===== config.mk =====
export PLATFORM = sky130hd
export DESIGN_NAME = board_frame_tx
export DESIGN_NICKNAME = d
export VERILOG_FILES = /design/src/rtl/board_frame_tx.sv
export SDC_FILE = /design/constraint.sdc
export NUM_CORES = 1
export LEC_CHECK = 0
export BUFFER_PORTS_ARGS = -buffer_cell sky130_fd_sc_hd__clkbuf_2
export CAP_MARGIN = 0
export CORE_UTILIZATION = 40
export CTS_CLUSTER_DIAMETER = 100
export DETAILED_ROUTE_END_ITERATION = 8
export SYNTH_ARGS = -nofsm -noshare
export SYNTH_HDL_FRONTEND = slang
export SYNTH_SLANG_ARGS = --single-unit

===== constraint.sdc =====
create_clock -name clk -period 2.1 [get_ports clk]
set_input_delay 0.21 -clock clk [delete_from_list [all_inputs] [get_ports clk]]
set_output_delay 0.21 -clock clk [all_outputs]
set_load 0.005 [all_outputs]

===== src/rtl/board_frame_tx.sv =====
// board_frame_tx: scans the host board, packs 2-bit cell codes four per byte and streams a framed byte sequence.
// Define BOARD_TX_CHECKSUM_EN to append an XOR checksum byte after the payload.
module board_frame_tx #(
  parameter int          CELLS    = 100,
  parameter logic [7:0]  HEADER   = 8'hA5,
  parameter int          READ_LAT = 1
) (
  input  logic       clk,
  input  logic       rst,
  input  logic       start,
  output logic [6:0] rd_xy,
  input  logic [1:0] rd_code,
  output logic [7:0] tx_data,
  output logic       tx_valid,
  input  logic       tx_ready,
  output logic       busy,
  output logic       done
);
  localparam int WW = $clog2(READ_LAT) + 1;
`ifdef BOARD_TX_CHECKSUM_EN
  typedef enum logic [2:0] {IDLE, HDR, READ, WAIT, SEND, CSUM, FIN} state_t;
`else
  typedef enum logic [2:0] {IDLE, HDR, READ, WAIT, SEND, FIN} state_t;
`endif
  state_t state, nxt;
  logic [6:0] idx;
  logic [7:0] pack, csum_byte;
  logic [WW-1:0] wcnt;
  logic last_wait, last_cell, is_csum;
  assign last_wait = wcnt == WW'(READ_LAT - 1);
  assign last_cell = idx == 7'(CELLS - 1);
  assign rd_xy = idx;
  assign tx_valid = state == HDR || state == SEND || is_csum;
  assign tx_data = state == HDR ? HEADER : state == SEND ? pack : csum_byte;
  assign busy = state != IDLE && state != FIN;
  assign done = state == FIN;
`ifdef BOARD_TX_CHECKSUM_EN
  logic [7:0] csum;
  assign is_csum = state == CSUM;
  assign csum_byte = is_csum ? csum : 8'h00;
  always_ff @(posedge clk)
    if (!rst) csum <= '0;
    else if (state == IDLE && start) csum <= '0;
    else if (tx_valid && tx_ready && !is_csum) csum <= csum ^ tx_data;
`else
  assign is_csum = 1'b0;
  assign csum_byte = 8'h00;
`endif
  always_ff @(posedge clk) begin
    if (!rst) begin
      state <= IDLE;
      idx <= '0;
      pack <= '0;
      wcnt <= '0;
    end else begin
      state <= nxt;
      if (state == IDLE && start) idx <= '0;
      if (state == READ) wcnt <= '0;
      if (state == WAIT && !last_wait) wcnt <= wcnt + WW'(1);
      if (state == WAIT && last_wait) pack[{idx[1:0], 1'b0} +: 2] <= rd_code;
      if ((state == WAIT && last_wait && idx[1:0] != 2'd3) || (state == SEND && tx_ready && !last_cell))
        idx <= idx + 7'd1;
      if (state == SEND && tx_ready) pack <= '0;
    end
  end
  always_comb begin
    nxt = state;
    case (state)
      IDLE: nxt = start ? HDR : IDLE;
      HDR:  nxt = tx_ready ? READ : HDR;
      READ: nxt = WAIT;
      WAIT: nxt = !last_wait ? WAIT : idx[1:0] == 2'd3 ? SEND : READ;
`ifdef BOARD_TX_CHECKSUM_EN
      SEND: nxt = !tx_ready ? SEND : last_cell ? CSUM : READ;
      CSUM: nxt = tx_ready ? FIN : CSUM;
`else
      SEND: nxt = !tx_ready ? SEND : last_cell ? FIN : READ;
`endif
      FIN:  nxt = IDLE;
      default: nxt = IDLE;
    endcase
  end
endmodule


==> impl_metrics.json <==
{
  "async_reset_ff_frac": 0,
  "cts_max_path_buffers": 2,
  "synth.top_cells.by_area": "dfxtp_1, nand2_1, a21oi_1",
  "rows": 18,
  "die_h_um": 54.9,
  "synthTopCellsByCount": "nand2_1, dfxtp_1, a21oi_1, nand4_1",
  "power_frac_clock": 0.280,
  "path_max_fanout": 9,
  "cts.sinks": 19,
  "via_per_inst": 5.65,
  "syn-instance-count": 145,
  "core_area_mm2": 0.00257,
  "clock-root-buffer": "clkbuf_4",
  "worst_hold_path_type": "input port to register",
  "crit_required_ns": 1.89,
  "switching_share": 0.259,
  "hold_buffers": 0,
  "p_comb_frac": 0.145,
  "antenna_cells": 0,
  "ant_nets": 0,
  "drc": 0,
  "fin_crit_ns": 1.89,
  "synth_top_area_share": 0.340,
  "power_uw": 648,
  "max-cap-violations": 0,
  "grt_use_total": 0.192,
  "area_delta_synth_final_pct": 17.0,
  "yosys_warnings": 0,
  "start_util": 0.435,
  "antenna_found_initial": 0,
  "cts_resized": 0,
  "nets": 184,
  "vias": 1136,
  "hold_viol_final": 0,
  "place_congestion": 0.806,
  "cts_tree": "yes",
  "clock_insertion_delay_worst_skew_ns": 0.29,
  "worst_pin_slew_ns": 0.387,
  "yosysTopAreaCell": "dfxtp_1",
  "startpoint_type": "register",
  "arrival_ns": 1.68,
  "critical_path_class": "register to output port",
  "rsz0062_at_grt": "false",
  "finalSetupTns_ns": 0,
  "synth_cell_types": 33,
  "internal_power_uw": 480,
  "cts_buffers": 3,
  "place_hpwl_um": 2020,
  "avgRoutedWirePerCell_um": 12.8,
  "post-cts-setup-buffer-count": 0,
  "drt_pre_antenna_iters": 4,
  "powerDensity_mw_per_mm2": 496,
  "ir_drop_mv": 0.364,
  "synth_flop_cell": "dfxtp_1",
  "drt_wl_total_um": 2580,
  "status": "finished, final reports clean",
  "die_x_um": 54.9,
  "p_seq_frac": 0.575,
  "final_area_mm2": 0.00131,
  "drt-initial-drc-count": 12,
  "clkSlewWorstSetupHoldPaths_ns": 0.11,
  "grt_pass1_wl_um": 4110,
  "synth_edf_count": 0,
  "io_buffers": 23,
  "yosysSeqAreaShare": 0.340,
  "synth_area_mm2": 0.00112,
  "report.final.slew_viol_count": 0,
  "n_fill_cell": 268,
  "io-pin-count": 24,
  "fin_crit_sh": 0.898,
  "setup_viol": 0,
  "p_leak_nw": 0.506,
  "max_clock_freq_mhz": 530,
  "switching_power_uw": 168,
  "endpoint_kind": "output port",
  "drive_above_1_share": 0.211,
  "die-area_mm2": 0.00301,
  "grt_max_degree": 14,
  "clock_skew_ns": 0.00546,
  "slew_headroom": 0.735,
  "grt_overflow": 0,
  "synth.most_common_cell": "nand2_1",
  "h-tree-depth": 1,
  "synth_area_per_cell_um2": 7.71,
  "synth_nets": 157,
  "ys_ff_latch": 19,
  "hold_ws_ns": 0.194,
  "place_area_mm2": 0.00128,
  "grt_pass1_vias": 921
}
## metal layers
layer  share of wire  vias to the layer above  wire [um]  track usage
met5               0                        -          0            0
met4          0.0050                        0         13       0.0641
met1            0.47                      525       1210        0.249
li1                -                      586          -            -
met3           0.032                        2         82       0.0333
met2            0.49                       23       1270        0.315
## through the flow
stage | instances | utilization | setup WS, ns
final | 201 | 0.509 | 0.214
after global routing | 201 | 0.509 | 0.0685
after CTS | 201 | 0.509 | 0.178
after detailed placement | 197 | 0.499 | 0.356
after global placement | 197 | 0.499 | 0.413
after floorplan | 145 | - | 0.429
## cells by family (layout without fill, tap and decap cells)
group                      after synthesis  count (layout)  synth area share
and+or+nand+nor                         70              70             0.337
buffers and inverters                   12              38            0.0437
adders and majority gates                6               6            0.0672
AOI/OAI and AO/OA                       38              38             0.212
DFF                                     19              19             0.340
## registers in the layout, indices dropped and copies added (netlist names)
register,flops
pack,8
rd_xy,7
state,3
wcnt,1
## layout by cell type (no fill, tap or decap), types with 4 or more instances in the layout
cell type,synthesis,final
nand3_1,4,4
o21ai_0,4,4
inv_1,6,6
nor3b_1,4,4
clkbuf_2,0,23
a21oi_1,18,18
dfxtp_1,19,19
nand2_1,27,27
nor3_1,4,4
nand4_1,8,8
and3_1,6,6
buf_4,0,5
nor2_1,6,6
ha_1,6,6
## path summary, 6_finish.rpt
| check | start | to | slack (ns) | depth (start not counted) |
|---|---|---|---|---|
| worst max-delay path | state[2]$_SDFF_PN0_ | tx_data[5] | 0.21 | 5 |
| worst min-delay path | rd_code[1] | pack[1]$_SDFFE_PP0P_ | 0.19 | 3 |
| worst max register to register | rd_xy[1]$_SDFFE_PN0P_ | rd_xy[1]$_SDFFE_PN0P_ | 0.33 | 5 |
| worst min register to register | pack[6]$_SDFFE_PP0P_ | pack[6]$_SDFFE_PP0P_ | 0.46 | 2 |
## worst max-delay path, cell delays in order (launching register included)
cell,delay [ns]
dfxtp_1,0.51
inv_1,0.20
nor2_1,0.29
nand2_1,0.09
a21oi_1,0.17
clkbuf_2,0.14
## area by class of cell
class                      instances  area (um^2)  area share
multi-input combinational        114          688       0.526
timing repair buffer              28          153       0.117
sequential                        19          380       0.291
tap                               30         37.5      0.0287
clock buffer                       4         26.3      0.0201
inverter                           6         22.5      0.0172
## power groups by stage
stage / Sequential [mW] / Combinational [mW] / Clock [mW]
finish: 0.373 / 0.0941 / 0.181
global route: 0.374 / 0.108 / 0.206
CTS: 0.373 / 0.0948 / 0.191
detailed placement: 0.381 / 0.0946 / 0
global placement: 0.381 / 0.0931 / 0
floorplan: 0.378 / 0.0619 / 0
No activity file was read; power rests on OpenSTA's default activity.
